[src/rtl/alu_pkg.sv]
// Shared constants for the ALU execute stage.
// Contents:
//   - alu_op classes driven by main control.
//   - R-type funct field encodings.
//   - 4-bit ALU control codes produced by alu_ctl_decode and consumed by alu_exec_unit.
package alu_pkg;

  // Operation class from main control
  localparam logic [1:0] AluOpAdd   = 2'b00;  // loads/stores: address add
  localparam logic [1:0] AluOpSub   = 2'b01;  // branches: compare by subtract
  localparam logic [1:0] AluOpRtype = 2'b10;  // decode from funct
  localparam logic [1:0] AluOpAddI  = 2'b11;  // immediate add

  // R-type funct encodings (instruction bits [5:0])
  localparam logic [5:0] FunctAdd = 6'b100000;
  localparam logic [5:0] FunctSub = 6'b100010;
  localparam logic [5:0] FunctAnd = 6'b100100;
  localparam logic [5:0] FunctOr  = 6'b100101;
  localparam logic [5:0] FunctSlt = 6'b101010;
  localparam logic [5:0] FunctNor = 6'b100111;

  // ALU control codes
  localparam logic [3:0] AluCtlAnd     = 4'b0000;
  localparam logic [3:0] AluCtlOr      = 4'b0001;
  localparam logic [3:0] AluCtlAdd     = 4'b0010;
  localparam logic [3:0] AluCtlSub     = 4'b0110;
  localparam logic [3:0] AluCtlSlt     = 4'b0111;
  localparam logic [3:0] AluCtlNor     = 4'b1100;
  localparam logic [3:0] AluCtlInvalid = 4'b1111;

endpackage

[src/rtl/alu_ctl_decode.sv]
// Combinational ALU control decoder.
// Maps the main-control operation class and the R-type funct field to a 4-bit ALU control code.
// Ports:
//   alu_op_i   [1:0]  operation class
//   funct_i    [5:0]  instruction bits [5:0], only used when alu_op_i is R-type
//   alu_ctl_o  [3:0]  decoded ALU control code; unknown funct decodes to INVALID
module alu_ctl_decode
  import alu_pkg::*;
(
  input  logic [1:0] alu_op_i,
  input  logic [5:0] funct_i,
  output logic [3:0] alu_ctl_o
);

  always_comb begin
    alu_ctl_o = AluCtlInvalid;
    unique case (alu_op_i)
      AluOpAdd:  alu_ctl_o = AluCtlAdd;
      AluOpSub:  alu_ctl_o = AluCtlSub;
      AluOpAddI: alu_ctl_o = AluCtlAdd;
      AluOpRtype: begin
        case (funct_i)
          FunctAdd: alu_ctl_o = AluCtlAdd;
          FunctSub: alu_ctl_o = AluCtlSub;
          FunctAnd: alu_ctl_o = AluCtlAnd;
          FunctOr:  alu_ctl_o = AluCtlOr;
          FunctSlt: alu_ctl_o = AluCtlSlt;
          FunctNor: alu_ctl_o = AluCtlNor;
          default:  alu_ctl_o = AluCtlInvalid;
        endcase
      end
      default: alu_ctl_o = AluCtlInvalid;
    endcase
  end

endmodule

[src/rtl/alu_exec_unit.sv]
// ALU execute stage with registered outputs (one cycle latency).
// The stage decodes the control code, computes the ALU result, detects a zero result and
// resolves the branch-taken flag.
// Ports:
//   clk      rising-edge clock
//   rst      asynchronous active-low reset; clears all outputs immediately
//   alu_op   [1:0]        operation class from main control
//   funct    [5:0]        instruction bits [5:0]
//   a        [WIDTH-1:0]  operand A
//   b        [WIDTH-1:0]  operand B
//   branch                branch flag from main control
//   alu_ctl  [3:0]        registered control code
//   result   [WIDTH-1:0]  registered ALU result
//   zero                  registered result == 0 flag
//   pc_src                registered branch-taken flag
module alu_exec_unit
  import alu_pkg::*;
#(
  parameter int unsigned WIDTH = 32
) (
  input  logic             clk,
  input  logic             rst,
  input  logic [1:0]       alu_op,
  input  logic [5:0]       funct,
  input  logic [WIDTH-1:0] a,
  input  logic [WIDTH-1:0] b,
  input  logic             branch,
  output logic [3:0]       alu_ctl,
  output logic [WIDTH-1:0] result,
  output logic             zero,
  output logic             pc_src
);

  logic [3:0]       alu_ctl_d, alu_ctl_q;
  logic [WIDTH-1:0] result_d, result_q;
  logic             zero_d, zero_q;
  logic             pc_src_d, pc_src_q;
  logic             slt_lt;

  alu_ctl_decode u_alu_ctl_decode (
    .alu_op_i  (alu_op),
    .funct_i   (funct),
    .alu_ctl_o (alu_ctl_d)
  );

  assign slt_lt = $signed(a) < $signed(b);

  // ADD/SUB wrap modulo 2^WIDTH; no overflow indication.
  always_comb begin
    result_d = '0;
    case (alu_ctl_d)
      AluCtlAnd: result_d = a & b;
      AluCtlOr:  result_d = a | b;
      AluCtlAdd: result_d = a + b;
      AluCtlSub: result_d = a - b;
      AluCtlSlt: result_d = {{(WIDTH-1){1'b0}}, slt_lt};
      AluCtlNor: result_d = ~(a | b);
      default:   result_d = '0;
    endcase
  end

  assign zero_d   = (result_d == '0);
  assign pc_src_d = branch & zero_d;

  always_ff @(posedge clk or negedge rst) begin
    if (!rst) begin
      alu_ctl_q <= 4'b0000;
      result_q  <= '0;
      zero_q    <= 1'b0;
      pc_src_q  <= 1'b0;
    end else begin
      alu_ctl_q <= alu_ctl_d;
      result_q  <= result_d;
      zero_q    <= zero_d;
      pc_src_q  <= pc_src_d;
    end
  end

  assign alu_ctl = alu_ctl_q;
  assign result  = result_q;
  assign zero    = zero_q;
  assign pc_src  = pc_src_q;

endmodule

[config.mk]
export PLATFORM = sky130hd
export DESIGN_NAME = alu_exec_unit
export DESIGN_NICKNAME = d
export VERILOG_FILES = /design/src/rtl/alu_pkg.sv /design/src/rtl/alu_ctl_decode.sv /design/src/rtl/alu_exec_unit.sv
export SDC_FILE = /design/constraint.sdc
export NUM_CORES = 1
export LEC_CHECK = 0
export CAP_MARGIN = 10
export CORE_UTILIZATION = 41
export DETAILED_ROUTE_END_ITERATION = 10
export HOLD_SLACK_MARGIN = 0.12
export PLACE_DENSITY_LB_ADDON = 0.08
export SETUP_SLACK_MARGIN = 0.2
export SLEW_MARGIN = 20
export SYNTH_ARGS = -nofsm -noshare
export SYNTH_HDL_FRONTEND = slang
export SYNTH_SLANG_ARGS = --single-unit
[constraint.sdc]
create_clock -name clk -period 1.05 [get_ports clk]
set_clock_uncertainty 0.05 [all_clocks]
set_input_delay 0.315 -clock clk [delete_from_list [all_inputs] [get_ports clk]]
set_output_delay 0.315 -clock clk [all_outputs]
set_load 0.005 [all_outputs]
== Word-level counts from Yosys, hierarchy flattened ==
Index checks and enable logic that the tools add are counted.

* Add/subtract/negate cells: 2
* Multiply operators: 0
* Div/mod/pow operators: 0
* Magnitude comparators: 1
* Equality and inequality tests: 14
* Shift operators: 0
* Multiplexer cells: 3
* Bitwise logic cells: 4
* Reduce and logical (&&, ||, !) cells: 4

{| class="wikitable"
|+ Operator list
! cell !! number
|-
| 32-bit case mux with 6 select lines || 1
|-
| 6-bit == test (second input constant) || 6
|-
| 32-bit adder || 1
|-
| 32-bit AND || 1
|-
| 32-bit logical NOT || 1
|-
| 32-bit less-than comparator || 1
|-
| 32-bit NOT || 1
|-
| 32-bit OR || 1
|-
| 32-bit subtractor || 1
|-
| 4-bit case mux with 6 select lines || 1
|-
| 4-bit case mux with 3 select lines || 1
|-
| 4-bit by 3-bit == test with 1-bit output (second input constant) || 2
|-
| 2-bit == test (second input constant) || 2
|-
| 4-bit by 1-bit == test with 1-bit output (second input constant) || 1
|-
| 4-bit by 2-bit == test with 1-bit output (second input constant) || 1
|-
| 4-bit == test (second input constant) || 1
|-
| 4-bit logical NOT || 1
|-
| 2-bit by 1-bit == test with 1-bit output (second input constant) || 1
|-
| 2-bit logical NOT || 1
|-
| 2-bit OR reduction || 1
|-
| 1-bit AND || 1
|}

* Flip-flop bits (word level): 38
* Latch bits: 0
* Memory bits (writable): 0
* Bits in read-only memories: 0
* Bits of input ports: 75
* Output and inout bits: 38
* Word-level logic and storage cells: 32
* Memories: 0

== Longest topological paths before layout ==
* Depth in word-level cells: 7
* Depth in mapped cells: 15
* Mapped depth without buffers: 15

== Cells and area by module ==
From an unflattened synthesis, not the netlist that was laid out.

* Cell total of the unflattened synthesis: 960
* Area total of the unflattened synthesis: 7,056.8 µm²

{| class="wikitable"
|+ Modules (own cells, without submodules)
! module !! times used !! cells an instance !! area an instance (µm²) !! sequential area each (µm²)
|-
| alu_exec_unit || 1 || 942 || 6,929.1 || 950.9
|-
| alu_ctl_decode || 1 || 18 || 127.6 || 0.0
|}

== Least setup slack after synthesis ==
Ideal clock, no wire load.

* Kind: input port to flip-flop
* Start: in a[0]
* End: reg pc_src_q, in the netlist pc_src
* Library setup time: 80 ps
* Arrival time: 3,654 ps
* Required time: 920 ps
* Setup slack: -2,735 ps
* Cell stages on the path: 15
* Buffers on the path: 0
* Path through: inv_1 -> ha_1 -> inv_1 -> fa_1 -> nor2b_1 -> o311a_1 -> o2111a_1 -> o311ai_2 -> nand3_2 -> a21oi_1 -> o221a_2 -> o21ai_2 -> or4_1 -> or4_4 -> nor3_2

* Elaborated cells on any way between the ends: 9
* Classes of those cells: 2 x add/sub; 1 x order compare; 1 x mux; 4 x bitwise; 1 x reduce/logical

{| class="wikitable"
|+ RTL lines
! element !! line !! text
|-
| start, declared || alu_exec_unit.sv:25 || <nowiki>input logic [WIDTH-1:0] a,</nowiki>
|-
| 32-bit subtractor / 32-bit adder (equally long branches) || alu_exec_unit.sv:55, alu_exec_unit.sv:54 ||
|-
| 32-bit case mux with 6 select lines * || alu_exec_unit.sv:51 || <nowiki>case (alu_ctl_d)</nowiki>
|-
| via result_d[26] || alu_exec_unit.sv:35 || <nowiki>logic [WIDTH-1:0] result_d, result_q;</nowiki>
|-
| 32-bit logical NOT * || alu_exec_unit.sv:62 || <nowiki>assign zero_d = (result_d == '0);</nowiki>
|-
| 1-bit AND * || alu_exec_unit.sv:63 || <nowiki>assign pc_src_d = branch & zero_d;</nowiki>
|-
| via pc_src_d || alu_exec_unit.sv:37 || <nowiki>logic pc_src_d, pc_src_q;</nowiki>
|-
| end signal, assigned || alu_exec_unit.sv:75 || <nowiki>pc_src_q <= pc_src_d;</nowiki>
|-
| end, declared || alu_exec_unit.sv:37 ||
|}

The timed path passes the listed nets; every way through them passes the cells marked *.

== Worst setup path after layout ==
* Start: in a[0]
* End: reg zero_q, in the netlist zero

* Elaborated cells on any way between the ends: 8
* Classes of those cells: 2 x add/sub; 1 x order compare; 1 x mux; 3 x bitwise; 1 x reduce/logical

{| class="wikitable"
|+ RTL lines
! element !! line !! text
|-
| 32-bit subtractor / 32-bit adder (equally long branches) || alu_exec_unit.sv:55, alu_exec_unit.sv:54 ||
|-
| 32-bit case mux with 6 select lines * || alu_exec_unit.sv:51 ||
|-
| via result_d[22] || alu_exec_unit.sv:35 ||
|-
| 32-bit logical NOT * || alu_exec_unit.sv:62 ||
|-
| via zero_d || alu_exec_unit.sv:36 || <nowiki>logic zero_d, zero_q;</nowiki>
|-
| end signal, assigned || alu_exec_unit.sv:74 || <nowiki>zero_q <= zero_d;</nowiki>
|-
| end, declared || alu_exec_unit.sv:36 ||
|}

Marks and branches as above.

==> results.json <==
{
  "worstMarginPinSlew_ns": 0.721,
  "synth.top_cell.area_share_pct": 19.0,
  "routed_wl_um": 31900,
  "worst-setup-path-type": "primary input to register",
  "fin_crit_sh_pct": 337,
  "tns_ns": -60.20,
  "clock-sinks": 38,
  "dp_hpwl_um": 23400,
  "yosysSeqAreaShare_pct": 14.1,
  "cts.reportedPaths.clkPinSlew_ns": 0.06,
  "hold_path.class": "primary input to register",
  "nFillCells": 1083,
  "synth_top_flop_cell": "dfrtp_1",
  "io_pins": 113,
  "initial_core_util_pct": 42.3,
  "worst_ep_arrival_time_ns": 3.70,
  "p_int_mw": 6.65,
  "antenna_found_initial": 0,
  "die_h_um": 130,
  "postSynth.asyncResetShare_pct": 100,
  "ant_nets": 0,
  "via_count": 9584,
  "drc_errors": 0,
  "synth_area_leaders": "ha_1, dfrtp_1, a21oi_1",
  "switchingPower_mw": 4.63,
  "pwr-share-clk_pct": 13.9,
  "cts_root_buf": "clkbuf_16",
  "drt_iter0_markers": 677,
  "fmax_mhz": 283,
  "drtPass1Iterations": 5,
  "yosys-top-cells-count": "inv_1, ha_1, nor2_1",
  "grt_pass1_wl_um": 47900,
  "total_power_mw": 11.3,
  "grt_max_degree": 39,
  "rsz0062_at_grt": "yes",
  "avgSynthCellArea_um2": 7.26,
  "cts_tree": "done",
  "drive_gt1_share_pct": 52.9,
  "cp.required_ns": 1.21,
  "ys_ff_latch": 38,
  "via_per_inst": 5.74,
  "die_x_um": 130,
  "outcome": "finished with violations",
  "hold_ws_ns": 0.391,
  "setup_slack_ns": -2.49,
  "fin_nets": 1633,
  "slew_headroom_pct": 51.5,
  "syn_area_um2": 6770,
  "ir_drop_mv": 0.671,
  "die-area_um2": 17000,
  "crit_end": "zero",
  "power.density_nw_per_um2": 861,
  "drv_slew": 0,
  "cts_htree_levels": 2,
  "final.min_clock_period_ns": 3.54,
  "synth_most_common_cell": "inv_1",
  "rows": 46,
  "core_um2": 16000,
  "design_area_um2": 13100,
  "switching_share_pct": 41.0,
  "cp_max_fo": 4,
  "wire_per_inst_um": 19.1,
  "pwr-share-seq_pct": 15.7,
  "area_growth_syn_to_layout_pct": 93.5,
  "hold_viol": 0,
  "synth.distinct_cells": 77,
  "leakagePower_nw": 6.18,
  "cts_buffers": 5,
  "finalSetupViolations": 74,
  "synth_edf_count": 0,
  "worstSetupStartpoint": "a[0]",
  "io_buffer_count": 112,
  "violations": "negative setup slack",
  "p_comb_share_pct": 70.3,
  "yosys.area.top_type": "ha_1",
  "cts_buffer_depth": 2,
  "grt_usage_pct": 36.4,
  "ys.warnings.count": 0,
  "diodes": 0,
  "syn_nets": 1112,
  "end_kind": "register",
  "grt_overflow": 0,
  "max-cap-violations": 0,
  "synthCells": 932,
  "grt_pass1_vias": 9310,
  "place_congestion": 0.981,
  "place_area_um2": 11300,
  "cp-start-kind": "primary input"
}
[timing repair]
item                       in CTS  in global routing
pin swaps                      90                 45
buffers inserted               58                 13
hold endpoints to repair       38                  0
hold buffers                    1                  0
setup endpoints to repair      76                 90
resized for setup             480                 69
cloned                          2                  1
[worst max-delay path, cell delays in order]
cell,delay [ns]
buf_6,0.07
buf_6,0.12
buf_6,0.10
ha_4,0.13
inv_2,0.03
fa_2,0.38
nor2b_4,0.15
o211ai_1,0.10
buf_4,0.17
a21oi_4,0.15
a211oi_2,0.05
buf_4,0.15
a31o_4,0.27
o31ai_4,0.18
mux2i_1,0.24
nand3_2,0.11
or3_1,0.37
or4_4,0.50
nor2_1,0.12
[kinds of logic after synthesis]
group,Yosys count,share of synthesized area [%]
adder cells (fa/ha/maj),105,19.6
buffers and inverters,154,8.73
AND/OR/NAND/NOR,303,22.4
XOR/XNOR,34,4.40
flip-flops,38,14.1
multiplexers,2,0.314
AO/OA/AOI/OAI,296,30.4
[layer usage]
metal	vias up	track usage, %	share of wire (%)
met1	4519	45.8	41
li1	4417	-	-
met4	0	18.4	5.4
met2	517	61.3	46
met3	131	4.64	7.8
met5	-	0	0
[through the flow]
| step | util, % | worst slack (ns) | instances |
|---|---|---|---|
| after floorplan | - | -2.55 | 932 |
| after global placement | 70.6 | -3.32 | 1587 |
| after detailed placement | 70.6 | -3.40 | 1587 |
| after CTS | 79.2 | -2.43 | 1655 |
| after global routing | 81.9 | -2.63 | 1669 |
| final | 81.9 | -2.49 | 1669 |
[how the worst min path moves through the flow]
| stage | startpoint | endpoint | slack [ns] | cells past startpoint |
|---|---|---|---|---|
| after detailed placement | rst | result[1] | 0.27 | 2 |
| after global routing | funct[0] | alu_ctl[3] | 0.41 | 3 |
| after CTS | funct[0] | alu_ctl[3] | 0.38 | 3 |
| final | funct[0] | alu_ctl[3] | 0.39 | 3 |
| after global placement | rst | alu_ctl[0] | 0.26 | 2 |
| after floorplan | rst | alu_ctl[0] | -0.03 | 0 |
[sequential cells by signal, summed over array words and instances (netlist names)]
register  flops
result       32
zero          1
alu_ctl       4
pc_src        1
[layout by cell type, fill, tap and decap left out, types with 11 or more instances in the layout]
master and instances:
o21ai_0 26, clkdlybuf4s50_1 22, xor2_1 25, nor2_1 91, inv_2 43, dlygate4sd2_1 27
ha_1 65, dfrtp_1 38, buf_4 388, nand2_1 56, a21oi_1 60, buf_2 43
ha_4 31, o21ai_2 14, nand3_1 11, nor3_1 13, a21oi_2 22, inv_1 56
o211ai_1 23, buf_6 57, a211oi_1 12
[power by group through the flow]
stage          registers [mW]  logic [mW]  clock network [mW]
4_1_cts                  1.77        7.34                1.58
3_5_place_dp             1.81        6.44                   0
3_3_place_gp             1.80        6.39                   0
2_1_floorplan            1.83        2.94                   0
6_report                 1.77        7.93                1.57
5_1_grt                  1.79        8.39                1.61
[cell type report]
type                       instances  area [um^2]  area share, %
sequential                        38          951           7.26
tap                              216          270           2.06
inverter                         104          429           3.28
timing repair buffer             564         4600           35.1
multi-input combinational        740         6710           51.2
clock inverter                     2         10.0         0.0764
clock buffer                       5          125          0.955
Power figures use the tool's default switching activity.
